**config.mk**
```make
export PLATFORM = sky130hd
export DESIGN_NAME = reset_sequencer
export DESIGN_NICKNAME = d
export VERILOG_FILES = /design/src/rtl/reset_sequencer.sv
export SDC_FILE = /design/constraint.sdc
export NUM_CORES = 1
export LEC_CHECK = 0
export BUFFER_PORTS_ARGS = -buffer_cell sky130_fd_sc_hd__buf_2
export CAP_MARGIN = 20
export CORE_MARGIN = 8
export CORE_UTILIZATION = 45
export CTS_CLUSTER_SIZE = 28
export DETAILED_ROUTE_END_ITERATION = 8
export GPL_TIMING_DRIVEN = 1
export PLACE_DENSITY_LB_ADDON = 0.05
export SETUP_SLACK_MARGIN = 0.3
export SLEW_MARGIN = 30
export SYNTH_ARGS = -nofsm -noshare
export SYNTH_HDL_FRONTEND = slang
export SYNTH_SLANG_ARGS = --single-unit
```
**constraint.sdc**
```tcl
create_clock -name clk_i -period 2.4 [get_ports clk_i]
set_clock_uncertainty 0.1 [all_clocks]
set_input_delay 0.12 -clock clk_i [delete_from_list [all_inputs] [get_ports clk_i]]
set_output_delay 0.12 -clock clk_i [all_outputs]
set_load 0.05 [all_outputs]
```
**src/rtl/reset_sequencer.sv**
```systemverilog
// -----------------------------------------------------------------------------
// reset_sequencer
//
// Collects level reset requests from several requesters. It holds every reset
// domain in reset for a minimum quiet period, then releases the domains one at
// a time with a fixed gap between releases (domain 0 first). Any request seen
// during the hold or during the staged release restarts the whole sequence.
// It also records which requesters caused resets.
//
// Ports
//   clk_i          : clock for all state
//   rst_ni         : asynchronous active-low reset (power-on sequence follows)
//   rst_req_i      : [NumReq] level reset requests, synchronous to clk_i
//   cause_clr_i    : one-cycle pulse that clears rst_cause_o
//   domain_rst_no  : [NumDomains] active-low domain resets, bit 0 released first
//   seq_busy_o     : high while any domain is held or release is in progress
//   rst_cause_o    : [NumReq] sticky OR of all requests since the last clear
//   last_cause_o   : [NumReq] requests that started/extended the latest sequence
//
// Every output comes straight from a flop.
// -----------------------------------------------------------------------------
module reset_sequencer #(
    parameter int NumReq       = 4,
    parameter int NumDomains   = 3,
    parameter int AssertCycles = 16,
    parameter int StageGap     = 8
) (
    input  logic                  clk_i,
    input  logic                  rst_ni,
    input  logic [NumReq-1:0]     rst_req_i,
    input  logic                  cause_clr_i,
    output logic [NumDomains-1:0] domain_rst_no,
    output logic                  seq_busy_o,
    output logic [NumReq-1:0]     rst_cause_o,
    output logic [NumReq-1:0]     last_cause_o
);

    localparam int MaxCount = (AssertCycles > StageGap) ? AssertCycles : StageGap;
    localparam int CntW     = $clog2(MaxCount + 1);
    localparam int StgW     = $clog2(NumDomains + 1);

    // Terminal values are one below the cycle counts: the transition happens
    // on the edge at which the counter would reach the full count.
    localparam logic [CntW-1:0] AssertLast = CntW'(AssertCycles - 1);
    localparam logic [CntW-1:0] GapLast    = CntW'(StageGap - 1);
    localparam logic [CntW-1:0] CntSat     = CntW'(MaxCount);
    localparam logic [StgW-1:0] LastStage  = StgW'(NumDomains - 1);

    typedef enum logic [1:0] {
        ST_ASSERT  = 2'd0,
        ST_RELEASE = 2'd1,
        ST_IDLE    = 2'd2
    } state_t;

    state_t                  r_state;
    state_t                  w_state_next;
    logic [CntW-1:0]         r_cnt;
    logic [CntW-1:0]         w_cnt_next;
    logic [CntW-1:0]         w_cnt_inc;
    logic [StgW-1:0]         r_stage;
    logic [StgW-1:0]         w_stage_next;
    logic [NumDomains-1:0]   r_domain_rst_n;
    logic [NumDomains-1:0]   w_domain_next;
    logic                    r_busy;
    logic                    w_busy_next;
    logic [NumReq-1:0]       r_cause;
    logic [NumReq-1:0]       w_cause_next;
    logic [NumReq-1:0]       r_last;
    logic [NumReq-1:0]       w_last_next;
    logic                    w_req_any;
    logic                    w_release;     // release domain r_stage on this edge
    logic                    w_assert_all;  // drive every domain back into reset

    assign w_req_any = |rst_req_i;

    // Counter never wraps; it parks at its largest value.
    assign w_cnt_inc = (r_cnt == CntSat) ? r_cnt : r_cnt + CntW'(1);

    // Set wins over clear, so a request in the clear cycle is not lost.
    assign w_cause_next = (cause_clr_i ? '0 : r_cause) | rst_req_i;

    always_comb begin
        w_state_next = r_state;
        w_cnt_next   = r_cnt;
        w_stage_next = r_stage;
        w_busy_next  = r_busy;
        w_last_next  = r_last;
        w_release    = 1'b0;
        w_assert_all = 1'b0;

        case (r_state)
            ST_ASSERT: begin
                // Requests during the hold add to the cause of this sequence.
                w_last_next = r_last | rst_req_i;
                if (w_req_any) begin
                    w_cnt_next = '0;
                end else if (r_cnt == AssertLast) begin
                    w_release    = 1'b1;
                    w_cnt_next   = '0;
                    w_stage_next = StgW'(1);
                    if (NumDomains == 1) begin
                        w_state_next = ST_IDLE;
                        w_busy_next  = 1'b0;
                    end else begin
                        w_state_next = ST_RELEASE;
                    end
                end else begin
                    w_cnt_next = w_cnt_inc;
                end
            end

            ST_RELEASE: begin
                if (w_req_any) begin
                    // Abort: a fresh sequence, caused only by this request.
                    w_state_next = ST_ASSERT;
                    w_cnt_next   = '0;
                    w_stage_next = '0;
                    w_assert_all = 1'b1;
                    w_busy_next  = 1'b1;
                    w_last_next  = rst_req_i;
                end else if (r_cnt == GapLast) begin
                    w_release    = 1'b1;
                    w_cnt_next   = '0;
                    w_stage_next = r_stage + StgW'(1);
                    if (r_stage == LastStage) begin
                        w_state_next = ST_IDLE;
                        w_busy_next  = 1'b0;
                    end
                end else begin
                    w_cnt_next = w_cnt_inc;
                end
            end

            ST_IDLE: begin
                if (w_req_any) begin
                    w_state_next = ST_ASSERT;
                    w_cnt_next   = '0;
                    w_stage_next = '0;
                    w_assert_all = 1'b1;
                    w_busy_next  = 1'b1;
                    w_last_next  = rst_req_i;
                end
            end

            default: begin
                w_state_next = ST_ASSERT;
                w_cnt_next   = '0;
                w_stage_next = '0;
                w_assert_all = 1'b1;
                w_busy_next  = 1'b1;
            end
        endcase
    end

    // Each domain, once released, stays released until the whole set is
    // re-asserted; only the domain selected by the stage index can rise.
    for (genvar gi = 0; gi < NumDomains; gi++) begin : g_domain
        assign w_domain_next[gi] = ~w_assert_all &
                                   (r_domain_rst_n[gi] |
                                    (w_release & (r_stage == StgW'(gi))));
    end

    always_ff @(posedge clk_i or negedge rst_ni) begin
        if (!rst_ni) begin
            r_state        <= ST_ASSERT;
            r_cnt          <= '0;
            r_stage        <= '0;
            r_domain_rst_n <= '0;
            r_busy         <= 1'b1;
            r_cause        <= '0;
            r_last         <= '0;
        end else begin
            r_state        <= w_state_next;
            r_cnt          <= w_cnt_next;
            r_stage        <= w_stage_next;
            r_domain_rst_n <= w_domain_next;
            r_busy         <= w_busy_next;
            r_cause        <= w_cause_next;
            r_last         <= w_last_next;
        end
    end

    assign domain_rst_no = r_domain_rst_n;
    assign seq_busy_o    = r_busy;
    assign rst_cause_o   = r_cause;
    assign last_cause_o  = r_last;

endmodule

```
==> results of run 1 <==
## critical path, cell delays in order (launching register included)
cell and delay, ns:
dfrtp_1 0.44, ha_1 0.24, and3_1 0.19, ha_1 0.20
o22ai_1 0.32, o21ai_0 0.22, nor2_1 0.14
## how the worst min path moves through the flow
stage,from,endpoint,cells after the start
2_1_floorplan,rst_ni,domain_rst_no[0],0
3_3_place_gp,rst_ni,domain_rst_no[0],1
3_5_place_dp,rst_ni,domain_rst_no[1],1
4_1_cts,cause_clr_i,rst_cause_o[0],3
5_1_grt,cause_clr_i,rst_cause_o[0],3
6_report,cause_clr_i,rst_cause_o[0],3
## synth_stat cells, types with 2 or more instances
cell type  count  area (µm²)
dfrtp_1       20         500
inv_1         13        48.8
nor2_1        13        48.8
ha_1           9         113
a21oi_1        6        30.0
nand3_1        6        30.0
nor3_1         6        30.0
a21o_1         5        37.5
nand2_1        5        18.8
a2bb2oi_1      3        26.3
mux2i_1        3        30.0
o21a_1         3        22.5
o21ai_0        3        15.0
buf_2          2        10.0
nand4_1        2        12.5
## flip-flops by register name, summed over array words and instances (netlist names)
name / cells
domain_rst_no: 3
last_cause_o: 4
r_cnt: 5
r_stage: 2
r_state: 2
rst_cause_o: 4
seq_busy_o: 1
## placed cells by master, fill, tap and decap left out, types with 2 or more instances in the layout
| cell | n |
|---|---|
| o21ai_0 | 3 |
| o21a_1 | 3 |
| nand4_1 | 2 |
| ha_1 | 9 |
| nand2_1 | 5 |
| mux2i_1 | 3 |
| nor2_1 | 13 |
| buf_2 | 18 |
| dfrtp_1 | 20 |
| nor3_1 | 6 |
| inv_1 | 13 |
| nand3_1 | 6 |
| dlygate4sd3_1 | 5 |
| a2bb2oi_1 | 3 |
| a21o_1 | 5 |
| a21oi_1 | 6 |
| clkbuf_4 | 3 |
## per-layer routing
metal  share of wire (%)  up-vias
li1                    -      450
met1                  44      461
met2                  48       28
met3                 5.5        7
met4                 2.8        0
met5                   0        -
## power by group
group | internal [µW] | switching [µW] | total (µW) | leakage, µW
clock network | 62.4 | 113 | 176 | 0.0000177
registers | 366 | 5.83 | 372 | 0.000251
logic | 25.6 | 61.5 | 87.1 | 0.000340
total | 454 | 181 | 634 | 0.000608
## final cells by class
type | count | area share, %
Clock buffer | 3 | 1.69
Clock inverter | 1 | 0.375
Inverter | 13 | 3.65
Multi-Input combinational cell | 78 | 41.0
Sequential cell | 21 | 39.4
Tap cell | 30 | 2.81
Timing Repair Buffer | 24 | 11.0
## per-stage QoR
step | utilization [%] | setup WS [ns] | power (µW) | std cells | hold WS, ns
global placement | 51.7 | 0.619 | 460 | 161 | 0.00245
floorplan | - | 0.744 | 430 | 114 | -0.276
finish | 54.9 | 0.487 | 634 | 170 | 0.0218
detailed placement | 51.7 | 0.565 | 461 | 161 | 0.0106
global route | 54.9 | 0.345 | 664 | 170 | 0.0332
CTS | 54.9 | 0.509 | 645 | 170 | 0.0125
## what timing repair did
action,4_1_cts,5_1_grt
buffers inserted,0,0
hold endpoints to repair,26,0
hold buffers,5,0
## kinds of logic after synthesis
kind of cell / after synthesis
adders and majority gates: 9
AOI/OAI and AO/OA: 26
DFF: 21
and+or+nand+nor: 39
muxes: 3
xor gates and xnor gates: 1
buffers and inverters: 15
==> metrics.md, run 1 <==
| Metric | Value |
|---|---|
| DR WL/cell | `14.3 µm` |
| Row count | `18` |
| Fin crit share | `79.7%` |
| Sequential Area | `527 µm²` |
| Met1 Resource Use GR | `13.8%` |
| Syn_area_per_cell | `9.94 µm²` |
| Leak | `0.000608 µW` |
| Number of CTS-inserted buffers | `3` |
| Die Span Y | `66.2 µm` |
| Async SR Flop Fraction | `100%` |
| Routed WL | `2.43 mm` |
| Max-slew violation count | `0` |
| Met3 Use GR | `3.73%` |
| Crit Path Max Fanout | `4` |
| Seq/Total Area, Yosys | `46.5%` |
| Peak Freq | `523 MHz` |
| Area Overhead vs Synth | `17.9%` |
| Die Span X | `66.2 µm` |
| VDD IR max | `0.342 mV` |
| Setup crit start kind | `register` |
| Core ar. | `0.00243 mm²` |
| Main combinational cell family by area after synthesis | `simple AND/OR/NAND/NOR gates` |
| Post-Synth Adder-Cell Area | `9.93%` |
| RSZ-0062 raised after global routing | `false` |
| Max_cap viols | `0` |
| Worst EP required | `2.55 ns` |
| IO Pins | `19` |
| Initial antenna violation count | `0` |
| Relative slew slack | `63.0%` |
| DRT Pass-1 Iters | `4` |
| Reg2reg start | `r_cnt[0]` |
| CTS sink cnt | `21` |
| GRT Resource Usage Total | `12.4%` |
| EDFF count, synth | `0` |
| Final instance area | `0.00134 mm²` |
| ANT cells | `0` |
| Pwr dens | `475 mW/mm²` |
| CTS Buffer Depth | `2` |
| H-tree depth | `1` |
| DP HPWL | `1.79 mm` |
| Synth Area in Compound Gates | `16.8%` |
| Placement Cell Area | `0.00126 mm²` |
| Syn Inst Count | `114` |
| Port Buffers | `18` |
| Setup TNS | `0 ns` |
| Yosys reg bits | `21` |
| Initial core utilization | `46.6%` |
| Setup CP Type | `register to register` |
| Fin crit period | `1.91 ns` |
| Nets | `157` |
| Status | `finished, final reports clean` |
| Ys Warns | `0` |
| Multi-input gate area | `548 µm²` |
| Post-synth design cell area | `0.00113 mm²` |
| Vias in the first global route | `998` |
| Post_cts resized | `0` |
| Largest net degree at the start of global routing | `22` |
| Crit. End Element | `register` |
| Share of cells above drive strength 1 | `20.7%` |
| Fillers | `231` |
| Global route total overflow | `0` |
| Post-Synth XOR/XNOR Area | `0.773%` |
| Yosys cell types | `30` |
| Hold Crit Class | `input port to register` |
| ANT nets after route | `0` |
| Detailed-route via count | `946` |
| Final setup viols | `0` |
| Post-synth top flop | `dfrtp_1` |
| Reg2Reg Depth | `6` |
| Post-Synth Simple-Gate Area | `18.2%` |
| First-pass GRT wire length | `4.30 mm` |
| Mux cell area share after synthesis | `2.65%` |
| Layer with the highest usage | `met2` |
| Clk pin slew, worst setup/hold paths | `0.12 ns` |
| Arrival @ worst endpoint | `2.06 ns` |
| DRC violations left | `0` |
| Synth Net Count | `130` |
| Critical path origin | `r_cnt[0]` |
| RR Endpoint | `r_cnt[0]` |
| Vias/cell | `5.56` |
| Root Buffer | `clkbuf_4` |
| Reg2reg setup slack | `0.49 ns` |
| Drt initial violations | `36` |
| Tightest Pin Transition | `0.547 ns` |
| Clk_lat worst skew | `0.31 ns` |
| Die area | `0.00438 mm²` |
| CTS tree | `built` |
| Gpl congestion | `0.787` |
| Met2 usage | `20.3%` |
| Final hold vios | `0` |
| Setup crit end | `r_cnt[0]` |
(Power assumes the default switching activity.)
==> run 2: changes to the inputs <==
--- a/config.mk
+++ b/config.mk
@@ -5,6 +5,7 @@
 export SDC_FILE = /design/constraint.sdc
 export NUM_CORES = 1
 export LEC_CHECK = 0
+export ABC_AREA = 1
 export BUFFER_PORTS_ARGS = -buffer_cell sky130_fd_sc_hd__buf_2
 export CAP_MARGIN = 20
 export CORE_MARGIN = 8
==> constraint.sdc (replaced) <==
create_clock -name clk_i -period 1.63 [get_ports clk_i]
set_clock_uncertainty 0.1 [all_clocks]
set_input_delay 0.0815 -clock clk_i [delete_from_list [all_inputs] [get_ports clk_i]]
set_output_delay 0.0815 -clock clk_i [all_outputs]
set_load 0.05 [all_outputs]
==> run 2 against run 1 <==
Utilization increased by 7.4 points. Critical endpoint is now r_cnt[1]. Largest power group unchanged. Synthesized cell count grew 20%. Area after synthesis increased by 2.8%. Combinational power up 5.5%. Wire length is 12% higher. Highest routed layer unchanged.
==> metrics.md, run 2 <==
| Metric | Value |
|---|---|
| Global route total overflow | `0 (unchanged)` |
| Most flops, register | `r_cnt` |
| VDD IR max | `0.484 mV (+42%)` |
| Seq/Total Area, Yosys | `45.2% (-1.2 points)` |
| H-tree depth | `1 (unchanged)` |
| Fin crit period | `1.63 ns (-0.285 ns)` |
| Max reg flops | `5 (unchanged)` |
| Ys Warns | `0 (unchanged)` |
| Pwr dens | `568 mW/mm² (+20%)` |
| Post-synth top area share | `43.0% (-1.2 points)` |
| Final hold vios | `0 (unchanged)` |
| Setup crit start kind | `register` |
| Fin crit share | `99.9% (+20 points)` |
| Reg2reg start | `r_cnt[1]` |
| Setup CP Type | `register to register` |
| Largest net degree at the start of global routing | `22 (unchanged)` |
| Routed WL | `2.71 mm (+12%)` |
| Reg power frac | `60.6% (+2.0 points)` |
| Sw Share | `25.7% (-2.7 points)` |
| Most frequent cell after synthesis | `nand2_1` |
| Initial antenna violation count | `0 (unchanged)` |
| ANT nets after route | `0 (unchanged)` |
| CTS sink cnt | `21 (unchanged)` |
| Die Span Y | `66.9 µm (+1.0%)` |
| Vias/cell | `4.99 (-10%)` |
| Clk pin slew, worst setup/hold paths | `0.12 ns (about the same)` |
| Clk pwr share | `28.9% (+1.2 points)` |
| CTS Buffer Depth | `2 (unchanged)` |
| Yosys reg bits | `21 (unchanged)` |
| First-pass GRT wire length | `4.42 mm (+2.7%)` |
| Clk_lat worst skew | `0.30 ns (about the same)` |
| Gpl congestion | `0.862 (+9.6%)` |
| Hold slack | `0.145 ns (+0.123 ns)` |
| Vias in the first global route | `1056 (+5.8%)` |
| Syn_area_per_cell | `8.50 µm² (-14%)` |
| Tightest Pin Transition | `0.461 ns (-0.0868 ns)` |
| Reg2Reg Depth | `11 (+5)` |
| ANT cells | `0 (unchanged)` |
| CTS tree | `built` |
| Post-synth design cell area | `0.00116 mm² (+2.8%)` |
| Peak Freq | `614 MHz (+17%)` |
| Post-synth top flop | `dfrtp_1` |
| DP HPWL | `1.74 mm (-2.6%)` |
| Detailed-route via count | `1013 (+7.1%)` |
| Initial core utilization | `47.0% (+0.42 points)` |
| Most frequent cells after synthesis | `34 x nand2_1, 24 x inv_1, 20 x dfrtp_1, 9 x ha_1, 7 x nand3_1` |
| Cell-internal power | `651 µW (+43%)` |
| Max_cap viols | `0 (unchanged)` |
| Root Buffer | `clkbuf_4` |
| Crit. End Element | `register` |
| NetSw | `225 µW (+25%)` |
| Status | `finished, final reports clean` |
| Final core occ | `62.3% (+7.4 points)` |
| Most common cell after layout, fill and taps aside | `nand2_1` |
| RSZ-0062 raised after global routing | `true` |
| Synth area leader | `dfrtp_1` |
| Row count | `18 (unchanged)` |
| Die Span X | `66.9 µm (+1.0%)` |
| Top post-synthesis cells by area | `dfrtp_1 43%, nand2_1 11%, ha_1 9.7%, inv_1 7.7%, a22o_1 3.0%` |
| Share of cells above drive strength 1 | `36.4% (+16 points)` |
| Drt initial violations | `36 (unchanged)` |
| Hold Crit Class | `input port to asynchronous set/reset pin` |
| DR WL/cell | `13.4 µm (-6.4%)` |
| Crit Path Max Fanout | `3 (-1)` |
| Syn Inst Count | `137 (+20%)` |
| Relative slew slack | `69.3% (+6.3 points)` |
| DRT Pass-1 Iters | `6 (+2)` |
| Logic gate share of total power | `10.5% (-3.2 points)` |
| Synth Net Count | `153 (+18%)` |
| Nets | `190 (+21%)` |
| Reg2reg setup slack | `0.002 ns (-0.49 ns)` |
| Worst EP required | `1.75 ns (-0.80 ns)` |
| Leak | `0.000757 µW (+25%)` |
| Max-slew violation count | `0 (unchanged)` |
| Port Buffers | `18 (unchanged)` |
| Async SR Flop Fraction | `100% (unchanged)` |
| Number of CTS-inserted buffers | `3 (unchanged)` |
| Final setup viols | `0 (unchanged)` |
| Arrival @ worst endpoint | `1.74 ns (-0.32 ns)` |
| Die area | `0.00447 mm² (+2.1%)` |
| EDFF count, synth | `0 (unchanged)` |
| Leading cell types in the layout, fill and taps excluded | `26 x nand2_1, 20 x dfrtp_1, 19 x inv_1, 17 x buf_2, 8 x buf_4` |
| GRT Resource Usage Total | `12.4% (about the same)` |
| RR Endpoint | `r_cnt[1]` |
| Yosys cell types | `22 (-27%)` |
| Core ar. | `0.00248 mm² (+1.9%)` |
| IO Pins | `19 (unchanged)` |
| Area Overhead vs Synth | `32.5%` |
| DRC violations left | `0 (unchanged)` |
run 2: worst max-delay path by stage:
stage                   from  endpoint  cells past startpoint
floorplan           r_cnt[0]  r_cnt[0]                     11
global placement    r_cnt[0]  r_cnt[1]                     11
detailed placement  r_cnt[0]  r_cnt[1]                     11
CTS                 r_cnt[1]  r_cnt[1]                     11
global route        r_cnt[1]  r_cnt[1]                     11
finish              r_cnt[1]  r_cnt[1]                     11
run 2: metal layers:
| layer | wire, µm | vias up | global-route usage [%] |
|---|---|---|---|
| li1 | - | 511 | - |
| met1 | 1160 | 466 | 14.1 |
| met5 | 0 | - | 0 |
| met3 | 160 | 10 | 2.85 |
| met2 | 1330 | 26 | 21.6 |
| met4 | 68 | 0 | 5.22 |
run 2: metrics by stage:
| stage | setup slack, ns | instance area, µm² | TNS, ns | power [µW] | std cells |
|---|---|---|---|---|---|
| floorplan | 0.146 | 1170 | 0 | 584 | 137 |
| global placement | 0.0225 | 1310 | 0 | 615 | 186 |
| detailed placement | 0.0137 | 1310 | 0 | 617 | 186 |
| CTS | 0.0347 | 1470 | 0 | 887 | 200 |
| global route | -0.128 | 1540 | -0.953 | 922 | 203 |
| finish | 0.00218 | 1540 | 0 | 877 | 203 |
run 2: layout make-up:
cell class | instances | area [µm²]
Sequential cell | 21 | 527
Tap cell | 30 | 37.5
Multi-Input combinational cell | 91 | 639
Clock buffer | 3 | 22.5
Timing Repair Buffer | 33 | 223
Fill cell | 224 | 933
Inverter | 24 | 90.1
Clock inverter | 1 | 5.00
run 2: cell families (layout without fill, tap and decap cells):
kind of cell	count (synthesis)	after routing	share of synthesized area (%)
flip-flops	21	21	45.2
AND/OR/NAND/NOR	57	57	22.8
XOR/XNOR	2	2	1.50
buffers and inverters	25	61	8.16
AO/OA/AOI/OAI	23	23	12.7
adder cells (fa/ha/maj)	9	9	9.67
run 2: worst max-delay path, stage by stage (launching register included):
cell	delay, ns
dfrtp_1	0.39
ha_2	0.20
nand2_2	0.08
nor2_2	0.09
ha_2	0.20
inv_2	0.05
nand2_2	0.06
nor2_2	0.04
a21oi_2	0.15
nand2_1	0.09
nand2_1	0.06
inv_1	0.03
run 2: power by group through the flow:
| stage | clock network, µW | logic (µW) | registers (µW) |
|---|---|---|---|
| finish | 253 | 91.9 | 532 |
| global route | 288 | 101 | 533 |
| CTS | 265 | 90.7 | 532 |
| detailed placement | 0 | 75.0 | 542 |
| global placement | 0 | 73.9 | 541 |
| floorplan | 0 | 17.8 | 566 |
run 2: what timing repair did:
action | 4_1_cts | 5_1_grt
setup endpoints to repair | 17 | 19
setup buffers | 3 | 3
pin swaps | 15 | 15
gates resized for setup | 15 | 19
hold buffers | 7 | 1
endpoints found under the hold margin | 29 | 1
cloned | 0 | 0
